==> config.mk <==
export PLATFORM = sky130hd
export DESIGN_NAME = mini_alu_16bit_mac_acc
export DESIGN_NICKNAME = d
export VERILOG_FILES = /design/src/rtl/mini_alu_16bit_mac_acc.sv
export SDC_FILE = /design/constraint.sdc
export NUM_CORES = 1
export LEC_CHECK = 0
export ABC_AREA = 1
export CAP_MARGIN = 10
export CORE_AREA = 3 3 123 125
export DETAILED_ROUTE_END_ITERATION = 10
export DIE_AREA = 0 0 126 128
export DONT_BUFFER_PORTS = 1
export PLACE_DENSITY = 0.8
export SLEW_MARGIN = 10
export SYNTH_ARGS = -nofsm -noshare
export SYNTH_HDL_FRONTEND = slang
export SYNTH_SLANG_ARGS = --single-unit
==> constraint.sdc <==
create_clock -name clk -period 3.65 [get_ports clk]
set_input_delay 0.9125 -clock clk [delete_from_list [all_inputs] [get_ports clk]]
set_output_delay 0.9125 -clock clk [all_outputs]
set_load 0.02 [all_outputs]
==> src/rtl/mini_alu_16bit_mac_acc.sv <==
// mini_alu_16bit_mac_acc: saturating multiply-accumulate back end with valid/ready result register
module mini_alu_16bit_mac_acc #(
  parameter int ACC_W = 40,
  parameter int CNT_W = 8
) (
  input  logic             clk,
  input  logic             rst,
  input  logic             in_valid,
  output logic             in_ready,
  input  logic [31:0]      product,
  input  logic             in_last,
  input  logic             clr,
  output logic             out_valid,
  input  logic             out_ready,
  output logic [ACC_W-1:0] acc_out,
  output logic [CNT_W-1:0] out_count,
  output logic             out_sat
);
  typedef enum logic {ACCUM, HOLD} state_t;
  state_t state, state_nx;
  logic [ACC_W-1:0] acc, acc_nx, acc_base, add_acc;
  logic [CNT_W-1:0] count, count_nx, cnt_base, add_cnt;
  logic sat_flag, sat_nx, sat_base, add_sat;
  logic [ACC_W:0] sum;
  logic accept, close;
  assign in_ready  = state == ACCUM;
  assign out_valid = state == HOLD;
  assign accept    = in_ready & in_valid;
  assign close     = accept & in_last;
  // clr takes effect before a same-cycle beat is added
  always_comb begin
    acc_base = clr ? '0 : acc;
    cnt_base = clr ? '0 : count;
    sat_base = clr ? 1'b0 : sat_flag;
    sum      = {1'b0, acc_base} + (ACC_W+1)'(product);
    add_acc  = sum[ACC_W] ? '1 : sum[ACC_W-1:0];
    add_cnt  = &cnt_base ? cnt_base : cnt_base + 1'b1;
    add_sat  = sat_base | sum[ACC_W];
    state_nx = state;
    acc_nx   = acc;
    count_nx = count;
    sat_nx   = sat_flag;
    if (state == ACCUM) begin
      acc_nx   = accept ? add_acc : acc_base;
      count_nx = accept ? add_cnt : cnt_base;
      sat_nx   = accept ? add_sat : sat_base;
      state_nx = close ? HOLD : ACCUM;
    end else if (out_ready) begin
      acc_nx   = '0;
      count_nx = '0;
      sat_nx   = 1'b0;
      state_nx = ACCUM;
    end
  end
  always_ff @(posedge clk) begin
    if (rst) begin
      state     <= ACCUM;
      acc       <= '0;
      count     <= '0;
      sat_flag  <= 1'b0;
      acc_out   <= '0;
      out_count <= '0;
      out_sat   <= 1'b0;
    end else begin
      state    <= state_nx;
      acc      <= acc_nx;
      count    <= count_nx;
      sat_flag <= sat_nx;
      if (close) begin
        acc_out   <= add_acc;
        out_count <= add_cnt;
        out_sat   <= add_sat;
      end
    end
  end
endmodule

==> results of run 1 <==
-- registers in the layout, summed over array words and instances, names as in the netlist --
| register | flops |
|---|---|
| acc | 40 |
| acc_out | 40 |
| count | 8 |
| out_count | 8 |
| out_sat | 1 |
| out_valid | 1 |
| sat_flag | 1 |
-- cell type report --
| class | count | area, sq um | share of cell area (%) |
|---|---|---|---|
| Multi-Input combinational cell | 886 | 4630 | 57.0 |
| Sequential cell | 99 | 1980 | 24.4 |
| Inverter | 232 | 871 | 10.7 |
| Clock buffer | 9 | 225 | 2.77 |
| Tap cell | 180 | 225 | 2.77 |
| Clock inverter | 7 | 100 | 1.23 |
| Timing Repair Buffer | 8 | 85.1 | 1.05 |
-- path summary, 6_finish.rpt --
kind | end | slack [ns] | cells after the start | startpoint
worst min register to register | count[0] | 0.47 | 2 | count[0]
worst max-delay path | acc_out[10] | 0.60 | 16 | clr
worst max register to register | acc_out[10] | 0.78 | 17 | acc[0]
worst min-delay path | count[0] | 0.47 | 2 | count[0]
-- metrics by stage --
step	cell area [sq um]	util, %	cells	power [mW]
6_report	8120	58.1	1421	2.83
2_1_floorplan	7670	-	1262	1.67
4_1_cts	8120	58.1	1421	2.84
5_1_grt	8120	58.1	1421	2.96
3_3_place_gp	7800	55.7	1405	1.77
3_5_place_dp	7800	55.7	1405	1.78
-- synth_stat cells --
library cell  number  area, sq um
clkinv_1           1         3.75
buf_4              1         7.51
a21oi_2           11         96.3
nor3_2             2         20.0
xor2_1            14          123
fa_1               1         20.0
ha_1              33          413
nor3_4             1         16.3
inv_1            228          856
o21bai_1          37          278
o21ai_0           52          260
buf_2              9         45.0
nand2_1          352         1320
nor2_4             1         11.3
or2_2              1         6.26
a21o_1             3         22.5
a31oi_1            1         6.26
dfxtp_1           99         1980
or2_1              1         6.26
inv_2              3         11.3
xnor2_1            6         52.6
nor3_1             7         35.0
a21oi_1           64          320
buf_6              4         45.0
or2_0              1         6.26
o31ai_2            1         12.5
a22oi_1           44          330
clkbuf_1          28          105
nand3_1           46          230
nand3_2           24          240
buf_1              3         11.3
and2_1             1         6.26
a21boi_0           1         7.51
nor2_1           148          556
nand2_4            1         11.3
nand4_1           10         62.6
nand2_2           22          138
-- per-layer routing --
layer  part of all wire (%)  track usage (%)  wire length (um)
met5                      0                0                 0
met4                    2.3             8.83               513
met3                    8.0             6.13              1790
met2                     44             43.6              9880
met1                     46             37.5             10300
-- worst min-delay path: stages, from the launching register on --
cell and delay [ns]:
dfxtp_1 0.31, nand2_1 0.06, a21oi_1 0.06
-- cell families (layout without fill, tap and decap cells) --
family | Yosys count | in the layout | synth area share [%]
compound gates | 214 | 214 | 17.4
xor+xnor | 20 | 20 | 2.28
fa+ha+maj | 34 | 34 | 5.64
buf+inv | 277 | 256 | 14.1
simple gates | 618 | 618 | 34.7
flops | 99 | 99 | 25.8
-- report_power, final --
group	internal [mW]	total, mW	switching (mW)
combinational	0.176	0.531	0.355
clock	0.560	1.06	0.502
sequential	1.15	1.23	0.0874
==> flow_summary.json, run 1 <==
{
  "status": "complete, no violations",
  "critPathTopFamily": "simple AND/OR/NAND/NOR gates",
  "track_usage_pct": 27.6,
  "drt_iter0_markers": 695,
  "power.density_nw_per_um2": 348,
  "timing.hold.ws_ns": 0.469,
  "clk_path_buf_depth": 2,
  "start_util_pct": 54.9,
  "post-route-min-period_ns": 3.05,
  "syn-num-nets": 1334,
  "vias_per_cell": 5.43,
  "core-area_sq_um": 14000,
  "synth.yosys.seq_area_share_pct": 25.8,
  "via_count": 7711,
  "dp_slack_ns": 0.283,
  "drt_wl_total_um": 22500,
  "cts_sinks": 99,
  "final_common_cell": "nand2_1",
  "postCtsSetupRepairBufs": 0,
  "rsz0062_at_grt": "false",
  "gr-total-overflow": 0,
  "fin_worst_skew_ns": 0.0111,
  "syn_area_per_cell_sq_um": 6.08,
  "path_common_cell": "nand2_2",
  "layout-area-overhead-vs-synth_pct": 5.82,
  "wl_per_cell_um": 15.8,
  "crit_required_ns": 3.91,
  "syn_inst": 1262,
  "p_leak_nw": 4.23,
  "crit_arrival_ns": 3.31,
  "num_antenna_cells": 0,
  "critPathKind": "input port to register",
  "dp_hpwl_um": 16700,
  "first_global_vias": 7237,
  "cts_tree": "built",
  "layout_common_cells": "351 x nand2_1, 228 x inv_1, 145 x nor2_1",
  "clk-insertion-delay-late_ns": 0.37,
  "peakVddDrop_v": 0.000288,
  "cap_violations": 0,
  "rows": 43,
  "pin_count": 89,
  "die-area_sq_um": 16100,
  "grt_max_degree": 52,
  "cp_cell_sequence": "nor2_1 > ha_1 > fa_1 > nand3_1 > nand3_2 > nand2_1 > nand2_2 > nand2_2 > nand2_2 > nand3_2 > nand2_2 > nand2_4 > buf_12 > nand2_2 > o21bai_1 > inv_1",
  "finalSetupTns_ns": 0,
  "die_h_um": 128,
  "worstHoldPathType": "register to register",
  "slew_violations": 0,
  "syn_area_sq_um": 7670,
  "path_buf_inv": 2,
  "htreeDepth": 3,
  "tightest_slew_ns": 0.873,
  "drcViolationCount": 0,
  "fin_ws_ns": 0.597,
  "hold_buffers": 0,
  "synth_cell_type_count": 37,
  "numCtsBuffers": 9,
  "path_clk_slew_ns": 0.08,
  "die_w_um": 126,
  "critPathCaptureType": "register",
  "post-route-period-util_pct": 83.7,
  "max_stage_delay_ns": 0.47,
  "max_slew_margin_pct": 41.7,
  "numPortBuffers": 0,
  "grt_pass1_wl_um": 36100,
  "root_buffer": "clkbuf_16",
  "cp_slowest_cell": "fa_1",
  "crit_path_start_kind": "input port",
  "antenna_found_initial": 0,
  "crit_fanout": 47,
  "gp_congestion": 1.01,
  "nets": 1308,
  "fmax_mhz": 328,
  "cts_resized": 0,
  "firstDrtPassIters": 8,
  "ys_ff_latch": 99,
  "setup_violations": 0,
  "drtAntennaViolNets": 0,
  "num-fill-cells": 1400,
  "drive_above_1_share_pct": 7.66,
  "yosysWarnings": 0,
  "finalHoldViolations": 0
}
Power figures use the tool's default switching activity.
==> run 2: changes to the inputs <==
--- a/config.mk
+++ b/config.mk
@@ -11,7 +11,7 @@
 export DETAILED_ROUTE_END_ITERATION = 10
 export DIE_AREA = 0 0 126 128
 export DONT_BUFFER_PORTS = 1
-export PLACE_DENSITY = 0.8
+export PLACE_DENSITY = 0.83
 export SLEW_MARGIN = 10
 export SYNTH_ARGS = -nofsm -noshare
 export SYNTH_HDL_FRONTEND = slang
==> constraint.sdc (replaced) <==
create_clock -name clk -period 2.8 [get_ports clk]
set_input_delay 0.7 -clock clk [delete_from_list [all_inputs] [get_ports clk]]
set_output_delay 0.7 -clock clk [all_outputs]
set_load 0.02 [all_outputs]
==> run 2 against run 1 <==
Effect of this change: sequential cell count is the same; core utilization grew 2.6 points; hold slack lost 0.065 ns; non-clock buffer count grew 40; first-iteration DRC count shrank 2.9%; global-route usage grew 2.0 points; count of clock-buffer cells in the layout is the same; clock power grew 25%; total power grew 30%.
==> flow_summary.json, run 2 (synthesis results as in run 1) <==
{
  "grt_max_degree": 52,
  "startpoint": "acc[23]",
  "postCtsSetupRepairBufs": 0,
  "dp_slack_ns": -0.0226,
  "clk_path_buf_depth": 2,
  "tightest_slew_ns": 0.595,
  "drtAntennaViolNets": 0,
  "die_h_um": 128,
  "worstHoldPathType": "input port to register",
  "critPathKind": "register to register",
  "path_clk_slew_ns": 0.08,
  "rows": 43,
  "drcViolationCount": 0,
  "slew_violations": 0,
  "fin_ws_ns": 0.276,
  "drt_wl_total_um": 23900,
  "track_usage_pct": 29.6,
  "pin_count": 89,
  "htreeDepth": 3,
  "gr-total-overflow": 0,
  "dp_hpwl_um": 18400,
  "crit_end": "acc_out[17]",
  "r2r_slack_ns": 0.28,
  "cts_tree": "built",
  "drive_above_1_share_pct": 12.2,
  "final_common_cell": "nand2_1",
  "firstDrtPassIters": 5,
  "crit_fanout": 10,
  "status": "complete, no violations",
  "crit_path_start_kind": "register",
  "layout-area-overhead-vs-synth_pct": 10.6,
  "clk-insertion-delay-late_ns": 0.36,
  "hold_buffers": 0,
  "r2r-end": "acc_out[17]",
  "num_antenna_cells": 0,
  "gp_congestion": 0.964,
  "root_buffer": "clkbuf_16",
  "crit_arrival_ns": 2.78,
  "drt_iter0_markers": 675,
  "first_global_vias": 7510,
  "p_leak_nw": 4.41,
  "wl_per_cell_um": 16.4,
  "timing.hold.ws_ns": 0.403,
  "die_w_um": 126,
  "core-area_sq_um": 14000,
  "die-area_sq_um": 16100,
  "dp.cells": 1445,
  "cap_violations": 0,
  "reg2reg_depth": 15,
  "post-route-min-period_ns": 2.52,
  "antenna_found_initial": 0,
  "cts_sinks": 99,
  "cts_resized": 0,
  "fin_worst_skew_ns": 0.0112,
  "setup_violations": 0,
  "numPortBuffers": 0,
  "r2r-start": "acc[23]",
  "power.density_nw_per_um2": 433,
  "nets": 1348,
  "numCtsBuffers": 9,
  "start_util_pct": 54.9,
  "grt_pass1_wl_um": 38600,
  "fin_util_pct": 60.7,
  "vias_per_cell": 5.37,
  "rsz0062_at_grt": "false",
  "reg_top3": "acc x40, acc_out x40",
  "critPathCaptureType": "register",
  "via_count": 7847,
  "finalHoldViolations": 0,
  "crit_required_ns": 3.05,
  "max_slew_margin_pct": 60.3,
  "layout_common_cells": "347 x nand2_1, 228 x inv_1, 131 x nor2_1",
  "fmax_mhz": 396,
  "finalNonFillerCells": 1460,
  "post-route-period-util_pct": 90.1,
  "peakVddDrop_v": 0.000323
}
## run 2: cell types whose count changed in the layout (fill, tap and decap cells not counted), moves of 4 or more
cell / previous run / this run
nand2_2: 23 / 27
nand2_1: 351 / 347
buf_4: 6 / 44
nor2_2: 0 / 12
nor2_1: 145 / 131
## run 2: per-stage QoR
stage / total power, mW / TNS (ns) / area (sq um)
2_1_floorplan: 2.19 / 0 / 7790
3_3_place_gp: 2.36 / 0 / 8190
3_5_place_dp: 2.38 / -0.0226 / 8190
4_1_cts: 3.69 / 0 / 8490
5_1_grt: 3.84 / 0 / 8490
6_report: 3.68 / 0 / 8490
## run 2: worst min path at each step
stage / startpoint / to / slack (ns) / depth (start not counted)
finish: rst / acc[35] / 0.40 / 1
global route: rst / acc[17] / 0.40 / 1
CTS: rst / acc[35] / 0.40 / 1
detailed placement: count[6] / count[6] / 0.45 / 2
global placement: count[1] / count[1] / 0.45 / 2
floorplan: count[1] / count[1] / 0.44 / 2
## run 2: layout make-up
type                       instances  area (sq um)
multi-input combinational        886          4700
inverter                         232           871
tap                              180           225
fill                            1388          5500
clock buffer                       9           225
clock inverter                     6          73.8
timing repair buffer              48           410
sequential                        99          1980
## run 2: routing by layer
metal,vias up,share of wire (%),track usage [%]
met1,3607,46,40.6
met5,-,0,0
met2,226,44,46.8
met4,0,1.9,7.95
li1,3984,-,-
met3,30,7.9,7.12
## run 2: critical path: stages, from the launching register on
cell and delay [ns]:
dfxtp_1 0.32, inv_1 0.09, nor2_4 0.04, ha_1 0.35
nand2_1 0.14, inv_1 0.05, nand2_1 0.05, nand2_1 0.07
o21bai_1 0.18, a21oi_1 0.31, nand2_2 0.12, nand2_4 0.14
buf_4 0.25, nand3_2 0.11, o21bai_1 0.14, inv_1 0.06
## run 2: power breakdown
group	internal [mW]	leakage, nW	switching [mW]
logic	0.269	3.45	0.481
clock network	0.704	0.146	0.612
registers	1.49	0.811	0.118
total	2.47	4.41	1.21
==> run 3: changes to the inputs <==
--- a/config.mk
+++ b/config.mk
@@ -7,9 +7,10 @@
 export LEC_CHECK = 0
 export ABC_AREA = 1
 export CAP_MARGIN = 10
-export CORE_AREA = 3 3 123 125
+export CORE_AREA = 2 2 122 124
+export CTS_BUF_LIST = sky130_fd_sc_hd__clkbuf_8
 export DETAILED_ROUTE_END_ITERATION = 10
-export DIE_AREA = 0 0 126 128
+export DIE_AREA = 0 0 124 126
 export DONT_BUFFER_PORTS = 1
 export PLACE_DENSITY = 0.83
 export SLEW_MARGIN = 10
==> run 3 against run 2 <==
Effect of this change: sequential power is essentially flat; non-clock buffer count shrank 14; cell count shrank 0.62%; sequential cell count is the same; critical path depth is the same; highest routed layer unchanged.
==> flow_summary.json, run 3 (synthesis results as in run 1) <==
{
  "status": "complete, no violations",
  "peakVddDrop_v": 0.000281,
  "crit_path_start_kind": "register",
  "drt_wl_total_um": 22500,
  "htreeDepth": 3,
  "antenna_found_initial": 0,
  "finalPower_mw": 3.34,
  "core-area_sq_um": 14300,
  "cts_tree": "built",
  "gp_congestion": 1.02,
  "drt_iter0_markers": 732,
  "slew_violations": 0,
  "crit_fanout": 13,
  "num_antenna_cells": 0,
  "pin_count": 89,
  "rows": 44,
  "fin_util_pct": 58.0,
  "gr-total-overflow": 0,
  "clk-insertion-delay-late_ns": 0.42,
  "numCtsBuffers": 9,
  "path_buf_inv": 4,
  "rsz0062_at_grt": "false",
  "critPathCaptureType": "register",
  "max_stage_delay_ns": 0.41,
  "grt_max_degree": 52,
  "track_usage_pct": 29.7,
  "reg_top3": "acc x40, acc_out x40",
  "critPathTopFamily": "simple AND/OR/NAND/NOR gates",
  "cts_resized": 0,
  "timing.hold.ws_ns": 0.327,
  "p_leak_nw": 4.31,
  "cp_cell_sequence": "inv_1 > nor2_4 > ha_1 > nand2_1 > inv_1 > nand2_1 > nand2_1 > o21bai_1 > a21oi_1 > nand2_2 > nand2_4 > buf_12 > nand3_2 > o21bai_1 > inv_1",
  "die_w_um": 124,
  "drtAntennaViolNets": 0,
  "post-route-min-period_ns": 2.53,
  "fin_worst_skew_ns": 0.0243,
  "clk_path_buf_depth": 2,
  "first_global_vias": 7452,
  "path_clk_slew_ns": 0.12,
  "power.density_nw_per_um2": 402,
  "tightest_slew_ns": 0.575,
  "critPathKind": "register to register",
  "vias_per_cell": 5.38,
  "max_slew_margin_pct": 61.6,
  "wl_per_cell_um": 15.5,
  "root_buffer": "clkbuf_8",
  "drive_above_1_share_pct": 11.3,
  "cp_slowest_cell": "dfxtp_1",
  "worstHoldPathType": "input port to register",
  "crit_arrival_ns": 2.85,
  "grt_pass1_wl_um": 36700,
  "die-area_sq_um": 15600,
  "dp_hpwl_um": 17200,
  "layout_common_cells": "347 x nand2_1, 228 x inv_1, 131 x nor2_1",
  "numPortBuffers": 0,
  "setup_violations": 0,
  "post-route-period-util_pct": 90.4,
  "cts_sinks": 99,
  "postCtsSetupRepairBufs": 0,
  "via_count": 7812,
  "drcViolationCount": 0,
  "cap_violations": 0,
  "fmax_mhz": 395,
  "final_common_cell": "nand2_1",
  "hold_buffers": 0,
  "crit_required_ns": 3.12,
  "die_h_um": 126,
  "finalHoldViolations": 0,
  "layout-area-overhead-vs-synth_pct": 8.12,
  "nets": 1334,
  "start_util_pct": 53.6,
  "firstDrtPassIters": 5
}
[run 3: path summary, 6_finish.rpt]
kind / start / endpoint / slack (ns) / cells after the start
min: rst / acc[0] / 0.33 / 1
max: acc[22] / acc_out[17] / 0.27 / 15
min reg2reg: count[0] / count[0] / 0.47 / 2
max reg2reg: acc[22] / acc_out[17] / 0.27 / 15
[run 3: layout make-up]
| type | instances | area [sq um] |
|---|---|---|
| fill | 1411 | 6020 |
| multi-input combinational | 886 | 4700 |
| sequential | 99 | 1980 |
| inverter | 232 | 871 |
| timing repair buffer | 34 | 305 |
| tap | 184 | 230 |
| clock buffer | 10 | 138 |
| clock inverter | 6 | 70.1 |
[run 3: report_power, final]
| group | switching (mW) | internal, mW | total (mW) |
|---|---|---|---|
| registers | 0.113 | 1.50 | 1.61 |
| clock network | 0.618 | 0.377 | 0.995 |
| logic | 0.478 | 0.257 | 0.735 |
[run 3: metrics by stage]
step                      instance area [sq um]  TNS (ns)  setup WS (ns)  std cells
after floorplan                            7790         0       0.000449       1262
after global placement                     8090         0         0.0344       1435
after detailed placement                   8090  -0.00624       -0.00322       1435
after CTS                                  8300         0          0.298       1451
after global routing                       8300         0         0.0831       1451
final                                      8300         0          0.269       1451
[run 3: per-layer routing]
| layer | part of all wire [%] | global-route usage, % |
|---|---|---|
| met1 | 45 | 40.8 |
| met2 | 45 | 46.7 |
| met3 | 8.3 | 6.30 |
| met4 | 2.2 | 8.86 |
| met5 | 0 | 0 |
